`config.mk`:
```
export PLATFORM = sky130hd
export DESIGN_NAME = dot_product_ctrl
export DESIGN_NICKNAME = d
export VERILOG_FILES = /design/src/rtl/dot_product_pkg.sv /design/src/rtl/dp_pair_buffer.sv /design/src/rtl/dot_product_ctrl.sv
export SDC_FILE = /design/constraint.sdc
export NUM_CORES = 1
export LEC_CHECK = 0
export ABC_AREA = 1
export BUFFER_PORTS_ARGS = -buffer_cell sky130_fd_sc_hd__buf_2
export CORE_UTILIZATION = 30
export DETAILED_ROUTE_END_ITERATION = 6
export PLACE_DENSITY = 0.51
export SYNTH_ARGS = -nofsm -noshare
export SYNTH_HDL_FRONTEND = slang
export SYNTH_SLANG_ARGS = --single-unit
```
`constraint.sdc`:
```
create_clock -name clk -period 4.9 [get_ports clk]
set_clock_uncertainty 0.2 [all_clocks]
set_input_delay 0.98 -clock clk [delete_from_list [all_inputs] [get_ports clk]]
set_output_delay 0.98 -clock clk [all_outputs]
set_load 0.03 [all_outputs]
```
`src/rtl/dot_product_pkg.sv`:
```
// Shared types and default sizing for the dot-product engine.
package dot_product_pkg;

    localparam int unsigned DEF_WIDTH     = 10;
    localparam int unsigned DEF_OUT_WIDTH = 20;
    localparam int unsigned DEF_VEC_LEN   = 8;

    typedef enum logic [1:0] {
        LOAD,
        COMPUTE,
        DRAIN,
        OUTPUT
    } state_e;

endpackage

```
`src/rtl/dp_pair_buffer.sv`:
```
// Register file holding one vector pair: one write port, one registered read port.
module dp_pair_buffer
    import dot_product_pkg::*;
#(
    parameter int unsigned WIDTH   = DEF_WIDTH,
    parameter int unsigned VEC_LEN = DEF_VEC_LEN,
    parameter int unsigned ADDR_W  = $clog2(VEC_LEN)
) (
    input  logic                  clk,
    input  logic                  wr_en,
    input  logic [ADDR_W-1:0]     wr_addr,
    input  logic [2*WIDTH-1:0]    wr_data,
    input  logic                  rd_en,
    input  logic [ADDR_W-1:0]     rd_addr,
    output logic [2*WIDTH-1:0]    rd_data
);

    logic [2*WIDTH-1:0] mem [VEC_LEN];

    // Storage is not reset; the controller never reads an unwritten slot.
    always_ff @(posedge clk) begin
        if (wr_en) begin
            mem[wr_addr] <= wr_data;
        end
        if (rd_en) begin
            rd_data <= mem[rd_addr];
        end
    end

endmodule

```
`src/rtl/dot_product_ctrl.sv`:
```
// Dot-product sequencer: buffers a vector pair, replays it through a MAC,
// and presents the result on a valid/ready port.
module dot_product_ctrl
    import dot_product_pkg::*;
#(
    parameter int unsigned WIDTH     = DEF_WIDTH,
    parameter int unsigned OUT_WIDTH = DEF_OUT_WIDTH,
    parameter int unsigned VEC_LEN   = DEF_VEC_LEN,
    parameter int unsigned ADDR_W    = $clog2(VEC_LEN)
) (
    input  logic                 clk,
    input  logic                 reset,
    input  logic                 s_valid,
    output logic                 s_ready,
    input  logic [WIDTH-1:0]     s_a,
    input  logic [WIDTH-1:0]     s_b,
    output logic                 m_valid,
    input  logic                 m_ready,
    output logic [OUT_WIDTH-1:0] m_data,
    output logic                 busy
);

    localparam int unsigned       PW      = 2 * WIDTH;
    localparam logic [ADDR_W-1:0] LastIdx = ADDR_W'(VEC_LEN - 1);
    localparam logic [ADDR_W-1:0] OneIdx  = ADDR_W'(1);

    state_e                      state_q, state_d;
    logic [ADDR_W-1:0]           wr_idx_q, rd_idx_q;
    logic                        started_q, rd_vld_q;
    logic                        wr_en, rd_en;
    logic [PW-1:0]               rd_data;
    logic signed [PW-1:0]        op_a, op_b, prod;
    logic signed [OUT_WIDTH-1:0] prod_ext, acc_q, acc_next, m_data_q;
    logic                        m_valid_q;

    dp_pair_buffer #(
        .WIDTH  (WIDTH),
        .VEC_LEN(VEC_LEN),
        .ADDR_W (ADDR_W)
    ) u_buf (
        .clk    (clk),
        .wr_en  (wr_en),
        .wr_addr(wr_idx_q),
        .wr_data({s_a, s_b}),
        .rd_en  (rd_en),
        .rd_addr(rd_idx_q),
        .rd_data(rd_data)
    );

    // Operands widened first so the multiply yields the full signed product.
    assign op_a     = PW'($signed(rd_data[PW-1:WIDTH]));
    assign op_b     = PW'($signed(rd_data[WIDTH-1:0]));
    assign prod     = op_a * op_b;
    // Size cast sign-extends or truncates to the accumulator width.
    assign prod_ext = OUT_WIDTH'(prod);
    assign acc_next = acc_q + prod_ext;

    // Next-state decode and buffer port strobes.
    always_comb begin
        state_d = state_q;
        wr_en   = 1'b0;
        rd_en   = 1'b0;
        case (state_q)
            LOAD: begin
                wr_en = s_valid;
                if (s_valid && wr_idx_q == LastIdx) begin
                    state_d = COMPUTE;
                end
            end
            COMPUTE: begin
                // First COMPUTE cycle only clears the accumulator.
                rd_en = started_q;
                if (started_q && rd_idx_q == LastIdx) begin
                    state_d = DRAIN;
                end
            end
            DRAIN: begin
                state_d = OUTPUT;
            end
            OUTPUT: begin
                if (m_ready) begin
                    state_d = LOAD;
                end
            end
            default: begin
                state_d = LOAD;
            end
        endcase
    end

    // FSM state register.
    always_ff @(posedge clk) begin
        if (reset) begin
            state_q <= LOAD;
        end else begin
            state_q <= state_d;
        end
    end

    // Write/read index counters and compute-phase flags.
    always_ff @(posedge clk) begin
        if (reset) begin
            wr_idx_q  <= '0;
            rd_idx_q  <= '0;
            started_q <= 1'b0;
            rd_vld_q  <= 1'b0;
        end else begin
            rd_vld_q <= rd_en;
            if (wr_en) begin
                wr_idx_q <= (wr_idx_q == LastIdx) ? '0 : wr_idx_q + OneIdx;
            end
            if (rd_en) begin
                rd_idx_q <= (rd_idx_q == LastIdx) ? '0 : rd_idx_q + OneIdx;
            end
            if (state_q == COMPUTE) begin
                started_q <= 1'b1;
            end else begin
                started_q <= 1'b0;
            end
        end
    end

    // Accumulator and result register.
    always_ff @(posedge clk) begin
        if (reset) begin
            acc_q     <= '0;
            m_data_q  <= '0;
            m_valid_q <= 1'b0;
        end else begin
            if (state_q == COMPUTE && !started_q) begin
                acc_q <= '0;
            end else if (rd_vld_q) begin
                acc_q <= acc_next;
            end
            if (state_q == DRAIN) begin
                m_data_q  <= acc_next;
                m_valid_q <= 1'b1;
            end else if (state_q == OUTPUT && m_ready) begin
                m_valid_q <= 1'b0;
            end
        end
    end

    assign s_ready = (state_q == LOAD);
    assign busy    = (state_q == COMPUTE) || (state_q == OUTPUT);
    assign m_valid = m_valid_q;
    assign m_data  = m_data_q;

endmodule

```
==> impl_metrics.json, run 1 <==
{
  "outcome": "finished clean",
  "cts_tree": "yes",
  "postLayoutCoreUtil_pct": 36.5,
  "vias": 9633,
  "diodes": 0,
  "cts.clk_slew.worst_paths_ps": 60,
  "die_height_um": 216,
  "synth-seq-cells": 231,
  "worst-path-stages": 21,
  "multi_input_area_mm2": 0.00665,
  "yosys_warnings": 0,
  "path_class": "flop to flop",
  "ir_worst_vdd_mv": 0.303,
  "drv_cap": 0,
  "ios": 47,
  "hold_buffers": 0,
  "drive_gt1_share_pct": 18.2,
  "wl_met1_um": 14800,
  "htreeDepth": 1,
  "top_layer": "met5",
  "route.detailed.drc": 0,
  "final-max-slew-violation-count": 0,
  "period_share_pct": 99.3,
  "synth_nets": 1623,
  "drt_iter0_markers": 541,
  "dr.pass1.iters": 5,
  "cp.arrival_ps": 5120,
  "max_freq_ghz": 0.205,
  "wl_met2_um": 16400,
  "r2r_cells": 21,
  "cts-root-buf": "clkbuf_16",
  "p_leak_nw": 7.19,
  "fin_ws_ps": 32.1,
  "power_mw": 8.39,
  "coreArea_mm2": 0.0453,
  "worst_pin_slew_ps": 857,
  "die-area_mm2": 0.0468,
  "syn_area_mm2": 0.0138,
  "drt-wirelength-per-cell_um": 15.4,
  "placed_cells": 2072,
  "layout_min_cycle_time_ps": 4870,
  "cts_buffers": 26,
  "gp_congestion": 0.852,
  "syn_area_per_cell_um2": 9.65,
  "grt_first_pass_wirelength_um": 52300,
  "wirelength_um": 32900,
  "seq_area_mm2": 0.00643,
  "slowest_delay_ps": 550,
  "wl_met3_um": 1140,
  "hpwl_um": 22700,
  "holdWs_ps": 262,
  "fillers": 4566,
  "chipWidth_um": 216,
  "rows": 78,
  "fin_cells": 2137,
  "cts.sinks": 231,
  "cp_slowest_cell": "fa_1",
  "place_ws_ps": -120,
  "critPathTopFamily": "adder cells",
  "min_path_cells": 2,
  "worstPathCellList": "nand2_1, inv_2, fa_1, inv_1, fa_1, inv_2, fa_2, fa_1, inv_2, fa_1, inv_2, ha_4, nand2_4, nor2_4, nand2_2, nand3_4, nand3_4, nand3_2, nand3_1, nand2_1, inv_1",
  "syn_inst": 1428,
  "setup_viol": 0,
  "start_util_pct": 30.4,
  "synthToLayoutAreaGrowth_pct": 19.9,
  "num-nets-final": 1712,
  "hp-class": "flop to flop",
  "yosysSeqAreaShare_pct": 46.7,
  "grt.total_usage_pct": 14.2,
  "cp.required_ps": 5150,
  "antenna_found_initial": 3,
  "grt_pass1_vias": 9653,
  "critPathMaxFanout": 6,
  "power.density_mw_per_mm2": 508,
  "viasPerCell": 4.51,
  "hold_viol_final": 0,
  "drt.antenna.violating_nets": 0,
  "rsz0062_at_grt": "yes",
  "numPortBuffers": 46,
  "grt-ovfl-total": 0,
  "critical_path_buf_inv_count": 6,
  "max_slew_margin_pct": 42.7,
  "grt_start_max_net_pins": 53,
  "endpoint_kind": "flop",
  "start_kind": "flop",
  "clk_latency_ps": 560,
  "synth.distinct_cells": 40,
  "cts_buffer_depth": 3
}
-- placed cells by master (no fill, tap or decap), types with 3 or more instances in the layout --
master and instances:
a21oi_2 9, a21o_1 3, nand3_4 3, nor2_2 11, edfxtp_1 180, a21oi_1 15
or2_2 4, a21oi_4 4, clkinv_1 4, buf_4 63, inv_1 246, o22ai_1 20
fa_2 6, clkbuf_1 8, ha_1 48, buf_6 10, nand2_1 192, ha_2 3
nor2_1 221, nor2_4 8, o21ai_2 4, ha_4 11, nand2_2 19, a211oi_1 7
inv_4 4, o211ai_1 4, a31oi_1 20, fa_1 103, o21ai_0 88, nand2_4 7
clkbuf_16 26, nand3b_1 11, dfxtp_1 50, nand3_1 19, inv_2 12, buf_2 46
o21ai_1 5, nand3_2 12
-- path summary, 6_finish.rpt --
| check | startpoint | end | slack, ps |
|---|---|---|---|
| max | u_buf.rd_data[4] | m_data[18] | 30 |
| min | m_data[2] | m_data[2] | 260 |
| max reg2reg | u_buf.rd_data[4] | m_data[18] | 30 |
| min reg2reg | m_data[2] | m_data[2] | 260 |
-- synth_stat cells --
cell / count / area (µm²)
o21ai_0: 92 / 460
nand3b_1: 11 / 82.6
a21o_1: 3 / 22.5
nand4_1: 2 / 12.5
a31oi_1: 20 / 125
buf_6: 2 / 22.5
o211ai_1: 4 / 30.0
buf_2: 13 / 65.1
nor2_1: 240 / 901
nand3_1: 32 / 160
clkinv_1: 1 / 3.75
o21ai_1: 5 / 25.0
nand2_2: 4 / 25.0
a22oi_1: 1 / 7.51
ha_1: 62 / 776
o21bai_1: 2 / 15.0
a21oi_2: 1 / 8.76
xor2_1: 3 / 26.3
inv_2: 2 / 7.51
dfxtp_1: 51 / 1020
a211oi_1: 7 / 52.6
a21oi_1: 27 / 135
clkbuf_2: 1 / 5.00
nand3_2: 2 / 20.0
o22ai_1: 20 / 125
clkbuf_1: 39 / 146
or2_2: 4 / 25.0
and2_1: 1 / 6.26
o211ai_2: 1 / 12.5
dlymetal6s2s_1: 1 / 12.5
nor3_1: 3 / 15.0
or2_1: 2 / 12.5
edfxtp_1: 180 / 5410
nand2_1: 214 / 803
fa_1: 109 / 2180
inv_1: 259 / 972
nor4_1: 1 / 6.26
xnor2_1: 2 / 17.5
buf_1: 2 / 7.51
buf_4: 2 / 15.0
-- through the flow --
stage               TNS (ps)  area (µm²)
floorplan                  0       13800
finish                     0       16500
CTS                        0       16000
detailed placement      -880       15000
global route           -2320       16500
global placement        -239       15000
-- layout make-up --
cell class,instances,area share (%)
inverters,262,5.99
well taps,600,4.55
clock inverters,11,0.818
flip-flops and latches,231,38.9
clock buffers,37,4.30
repair buffers,121,5.18
multi-input cells,875,40.2
-- flip-flops by register name, indices dropped and copies added, names as in the netlist --
register / cells
rd_idx_q: 3
u_buf.rd_data: 20
acc_q: 20
wr_idx_q: 3
state_q: 2
u_buf.mem: 160
m_valid: 1
started_q: 1
rd_vld_q: 1
m_data: 20
-- worst min-delay path, cell delays in order (launching register included) --
cell,delay (ps)
dfxtp_1,310
nand2_1,60
a21oi_1,50
-- cells by family (layout without fill, tap and decap cells) --
family / after synthesis / count (layout) / synth area share [%]
compound gates: 183 / 183 / 7.40
xor+xnor: 5 / 5 / 0.318
fa+ha+maj: 171 / 171 / 21.5
buf+inv: 322 / 431 / 9.13
flops: 231 / 231 / 46.7
simple gates: 516 / 516 / 15.0
-- what timing repair did --
item,CTS,global route
cloned,0,0
pin swaps,10,35
setup endpoints to repair,15,23
gates resized for setup,30,107
buffers inserted,5,12
-- power breakdown --
group	switching [mW]	internal (mW)
clock	0.806	1.12
sequential	0.0741	2.32
combinational	2.39	1.67
-- routing by layer --
layer  global-route usage, %  up-vias
li1                        -     4705
met3                    2.11       42
met4                    3.54        6
met5                       0        -
met2                    24.3      126
met1                    18.6     4754
(Power assumes the default switching activity.)
==> run 2: changes to the inputs <==
--- a/config.mk
+++ b/config.mk
@@ -10,6 +10,7 @@
 export CORE_UTILIZATION = 30
 export DETAILED_ROUTE_END_ITERATION = 6
 export PLACE_DENSITY = 0.51
+export REMOVE_ABC_BUFFERS = 1
 export SYNTH_ARGS = -nofsm -noshare
 export SYNTH_HDL_FRONTEND = slang
 export SYNTH_SLANG_ARGS = --single-unit
==> impl_metrics.json, run 2 (synthesized netlist as in run 1, its figures left out) <==
{
  "route.detailed.drc": 0,
  "period_share_pct": 101,
  "vias": 9456,
  "numPortBuffers": 46,
  "cp-startpoint": "u_buf.rd_data[19]",
  "dpl-instance-area_mm2": 0.0149,
  "seq_power_share_pct": 29.2,
  "coreArea_mm2": 0.0453,
  "outcome": "complete, but fails checks",
  "largest_reg_flops": 160,
  "die-area_mm2": 0.0468,
  "diodes": 0,
  "switching_share_pct": 39.2,
  "gp_congestion": 0.946,
  "drt_iter0_markers": 416,
  "antenna_found_initial": 2,
  "p_int_mw": 4.97,
  "rsz0062_at_grt": "yes",
  "path_class": "flop to flop",
  "synthToLayoutAreaGrowth_pct": 18.7,
  "cts_buffer_depth": 3,
  "pwr-share-comb_pct": 47.8,
  "holdWs_ps": 259,
  "critPathMaxFanout": 5,
  "worst_pin_slew_ps": 1130,
  "viasPerCell": 4.45,
  "num-nets-final": 1706,
  "cts_tree": "yes",
  "ios": 47,
  "start_kind": "flop",
  "die_height_um": 216,
  "wirelength_um": 31500,
  "cp.required_ps": 5200,
  "hpwl_um": 21000,
  "setup_viol": 4,
  "fin_ws_ps": -43.1,
  "grt_pass1_vias": 9727,
  "grt_first_pass_wirelength_um": 51100,
  "fin_cells": 2123,
  "drt.antenna.violating_nets": 0,
  "chipWidth_um": 216,
  "final-max-slew-violation-count": 0,
  "power.density_mw_per_mm2": 500,
  "drv_cap": 0,
  "endpoint_kind": "flop",
  "rows": 78,
  "mostFrequentLayoutCells": "inv_1, nor2_1, nand2_1",
  "min_from": "m_valid",
  "max_freq_ghz": 0.202,
  "cts_buffers": 25,
  "grt-ovfl-total": 0,
  "layout_min_cycle_time_ps": 4940,
  "hold_viol_final": 0,
  "ir_worst_vdd_mv": 0.293,
  "p_switching_mw": 3.20,
  "failed_checks": "setup timing",
  "htreeDepth": 1,
  "cp.arrival_ps": 5240,
  "postLayoutCoreUtil_pct": 36.1,
  "cts-root-buf": "clkbuf_16",
  "hp-class": "flop to flop",
  "clock_power_share_pct": 22.9,
  "layout_commonest_cell": "inv_1",
  "design_area_mm2": 0.0163,
  "cts.sinks": 231,
  "p_leak_nw": 7.14,
  "rr_startpoint": "u_buf.rd_data[19]",
  "drt-wirelength-per-cell_um": 14.8,
  "grt.total_usage_pct": 13.7,
  "start_util_pct": 30.4,
  "dr.pass1.iters": 5,
  "drive_gt1_share_pct": 17.5,
  "placed_cells": 2067,
  "cts.clk_slew.worst_paths_ps": 60,
  "regMostFlops": "u_buf.mem",
  "clk_latency_ps": 550,
  "max_slew_margin_pct": 24.4,
  "grt_start_max_net_pins": 82
}
run 2: what timing repair did:
| item | CTS | global route |
|---|---|---|
| endpoints found under the setup margin | 12 | 23 |
| hold buffers | 0 | 0 |
| buffers inserted | 3 | 14 |
| resized for setup | 13 | 110 |
| pin swaps | 3 | 60 |
run 2: stage by stage:
stage	setup WS [ps]	setup TNS, ps	total power, mW
after floorplan	144	0	4.44
after global placement	-211	-517	5.28
after detailed placement	-199	-654	5.30
after CTS	0.229	0	7.30
after global routing	-188	-2560	8.73
final	-43.1	-104	8.17
run 2: final timing paths:
check             cells past startpoint         to  slack (ps)
hold / removal                        2    m_valid         260
setup / recovery                     19  acc_q[19]         -40
hold reg to reg                       2    m_valid         260
setup reg to reg                     19  acc_q[19]         -40
run 2: final cells by class:
type | count | area, µm²
Clock buffer | 28 | 637
Clock inverter | 11 | 153
Fill cell | 4588 | 28900
Inverter | 262 | 983
Multi-Input combinational cell | 875 | 6620
Sequential cell | 231 | 6430
Tap cell | 600 | 751
Timing Repair Buffer | 116 | 782
run 2: per-layer routing:
layer	wire (µm)	track usage [%]
met1	14600	18.0
met2	14900	23.0
met3	1110	2.18
met4	894	4.04
met5	12	0
run 2: power groups by stage:
| stage | Sequential, mW | Clock, mW | Combinational, mW |
|---|---|---|---|
| 6_report | 2.39 | 1.87 | 3.91 |
| 4_1_cts | 2.39 | 1.93 | 2.98 |
| 5_1_grt | 2.41 | 2.00 | 4.33 |
| 3_5_place_dp | 2.43 | 0 | 2.87 |
| 2_1_floorplan | 2.54 | 0 | 1.90 |
| 3_3_place_gp | 2.43 | 0 | 2.85 |
run 2: worst max-delay path: stages, from the launching register on:
cell and delay (ps):
edfxtp_1 460, buf_6 140, nand2_2 60, fa_2 660, fa_2 490, buf_6 140, fa_1 510, inv_2 40
fa_1 470, fa_1 530, ha_4 330, nand2_4 70, nor3_4 220, and2_4 200, nand2_1 50, nand2_1 70
nand3_2 90, nand3_2 80, nand2_1 50, inv_1 40
==> run 3: changes to the inputs <==
--- a/config.mk
+++ b/config.mk
@@ -14,3 +14,4 @@
 export SYNTH_ARGS = -nofsm -noshare
 export SYNTH_HDL_FRONTEND = slang
 export SYNTH_SLANG_ARGS = --single-unit
+export TNS_END_PERCENT = 1
==> impl_metrics.json, run 3 (synthesized netlist as in run 1, its figures left out) <==
{
  "start_kind": "flop",
  "drt.antenna.violating_nets": 0,
  "setup_viol": 2,
  "postLayoutCoreUtil_pct": 36.0,
  "cp_slowest_cell": "fa_2",
  "worstPathCellList": "buf_6, nand2_2, fa_2, fa_2, buf_6, fa_1, inv_2, fa_1, fa_1, ha_4, nand2_4, nor3_4, and2_4, nand2_1, nand2_1, nand3_2, nand3_2, nand2_1, inv_1",
  "cts-root-buf": "clkbuf_16",
  "die_height_um": 216,
  "grt_start_max_net_pins": 82,
  "clk_latency_ps": 550,
  "wirelength_um": 31400,
  "rsz0062_at_grt": "yes",
  "ir_worst_vdd_mv": 0.256,
  "path_class": "flop to flop",
  "cts_buffers": 25,
  "grt_first_pass_wirelength_um": 51100,
  "die-area_mm2": 0.0468,
  "seq_power_share_pct": 29.6,
  "mostFrequentLayoutCells": "inv_1, nor2_1, nand2_1",
  "design_area_mm2": 0.0163,
  "endpoint_kind": "flop",
  "num-nets-final": 1706,
  "max_slew_margin_pct": 25.4,
  "cp.required_ps": 5200,
  "hold_viol_final": 0,
  "hold_buffers": 0,
  "pwr-share-comb_pct": 47.2,
  "synthToLayoutAreaGrowth_pct": 18.2,
  "antenna_found_initial": 2,
  "dr.pass1.iters": 5,
  "power.density_mw_per_mm2": 496,
  "hp-class": "flop to flop",
  "cts.sinks": 231,
  "drv_cap": 0,
  "numPortBuffers": 46,
  "grt_pass1_vias": 9727,
  "fillers": 4601,
  "max_freq_ghz": 0.202,
  "diodes": 0,
  "vias": 9434,
  "chipWidth_um": 216,
  "start_util_pct": 30.4,
  "htreeDepth": 1,
  "cts_tree": "yes",
  "fin_ws_ps": -43.7,
  "layout_commonest_cell": "inv_1",
  "gp_congestion": 0.946,
  "viasPerCell": 4.44,
  "route.detailed.drc": 0,
  "critPathMaxFanout": 5,
  "hpwl_um": 21000,
  "clock_power_share_pct": 23.2,
  "regMostFlops": "u_buf.mem",
  "ff2ff_setup_slack_ps": -40,
  "drt-wirelength-per-cell_um": 14.8,
  "period_share_pct": 101,
  "failed_checks": "setup timing",
  "cp.arrival_ps": 5240,
  "p_leak_nw": 7.14,
  "grt-ovfl-total": 0,
  "p_int_mw": 4.93,
  "slowest_delay_ps": 660,
  "switching_share_pct": 38.9,
  "p_switching_mw": 3.14,
  "drt_iter0_markers": 393,
  "layout_min_cycle_time_ps": 4940,
  "cts.clk_slew.worst_paths_ps": 60,
  "worst_pin_slew_ps": 1120,
  "drive_gt1_share_pct": 16.6,
  "rows": 78,
  "largest_reg_flops": 160,
  "cts_buffer_depth": 3,
  "outcome": "complete, but fails checks",
  "grt.total_usage_pct": 13.7,
  "final-max-slew-violation-count": 0,
  "ios": 47,
  "coreArea_mm2": 0.0453,
  "dpl-instance-area_mm2": 0.0149
}
[run 3: cell types whose count changed in the layout (fill, tap and decap cells not counted), sizes merged]
cell	before	now
clkinv	6	5
inv	261	262
[run 3: final cells by class]
cell class,count,area (µm²),area share (%)
tap,600,751,4.61
multi-input combinational,875,6550,40.2
inverter,262,983,6.04
clock buffer,28,637,3.91
sequential,231,6430,39.5
timing repair buffer,116,782,4.80
clock inverter,11,153,0.937
[run 3: repair_timing]
action / CTS / global route
endpoints found under the hold margin: 0 / 0
gates resized for setup: 13 / 90
pin swaps: 3 / 59
setup endpoints to repair: 12 / 23
cloned: 0 / 0
setup buffers: 3 / 14
[run 3: path summary, 6_finish.rpt]
check                           cells past startpoint               from   endpoint
worst max-delay path                               19  u_buf.rd_data[19]  acc_q[19]
worst min-delay path                                2            m_valid    m_valid
worst max register to register                     19  u_buf.rd_data[19]  acc_q[19]
worst min register to register                      2            m_valid    m_valid
[run 3: per-stage QoR]
stage / setup slack (ps) / cells / power, mW / TNS [ps] / hold slack [ps]
floorplan: 144 / 1368 / 4.44 / 0 / 245
global placement: -211 / 2067 / 5.28 / -517 / 252
detailed placement: -199 / 2067 / 5.30 / -654 / 258
CTS: 0.229 / 2109 / 7.30 / 0 / 266
global route: -193 / 2123 / 8.64 / -2600 / 283
finish: -43.7 / 2123 / 8.07 / -76.5 / 259
[run 3: worst max-delay path: cells and delay by family (launching register included)]
kind	cells	cell delay, ps
buf+inv	4	350
simple gates	9	890
fa+ha+maj	6	2990
flops	1	450
[run 3: routing by layer]
metal	track usage, %	vias up	part of all wire [%]
met4	4.04	2	3.0
met1	18.0	4537	46
met3	2.18	60	3.6
li1	-	4702	-
met5	0	-	0.038
met2	23.0	133	47
[run 3: power by group through the flow]
stage | clock, mW | combinational [mW] | sequential, mW
finish | 1.87 | 3.81 | 2.39
global route | 2.00 | 4.23 | 2.41
global placement | 0 | 2.85 | 2.43
floorplan | 0 | 1.90 | 2.54
CTS | 1.93 | 2.98 | 2.39
detailed placement | 0 | 2.87 | 2.43
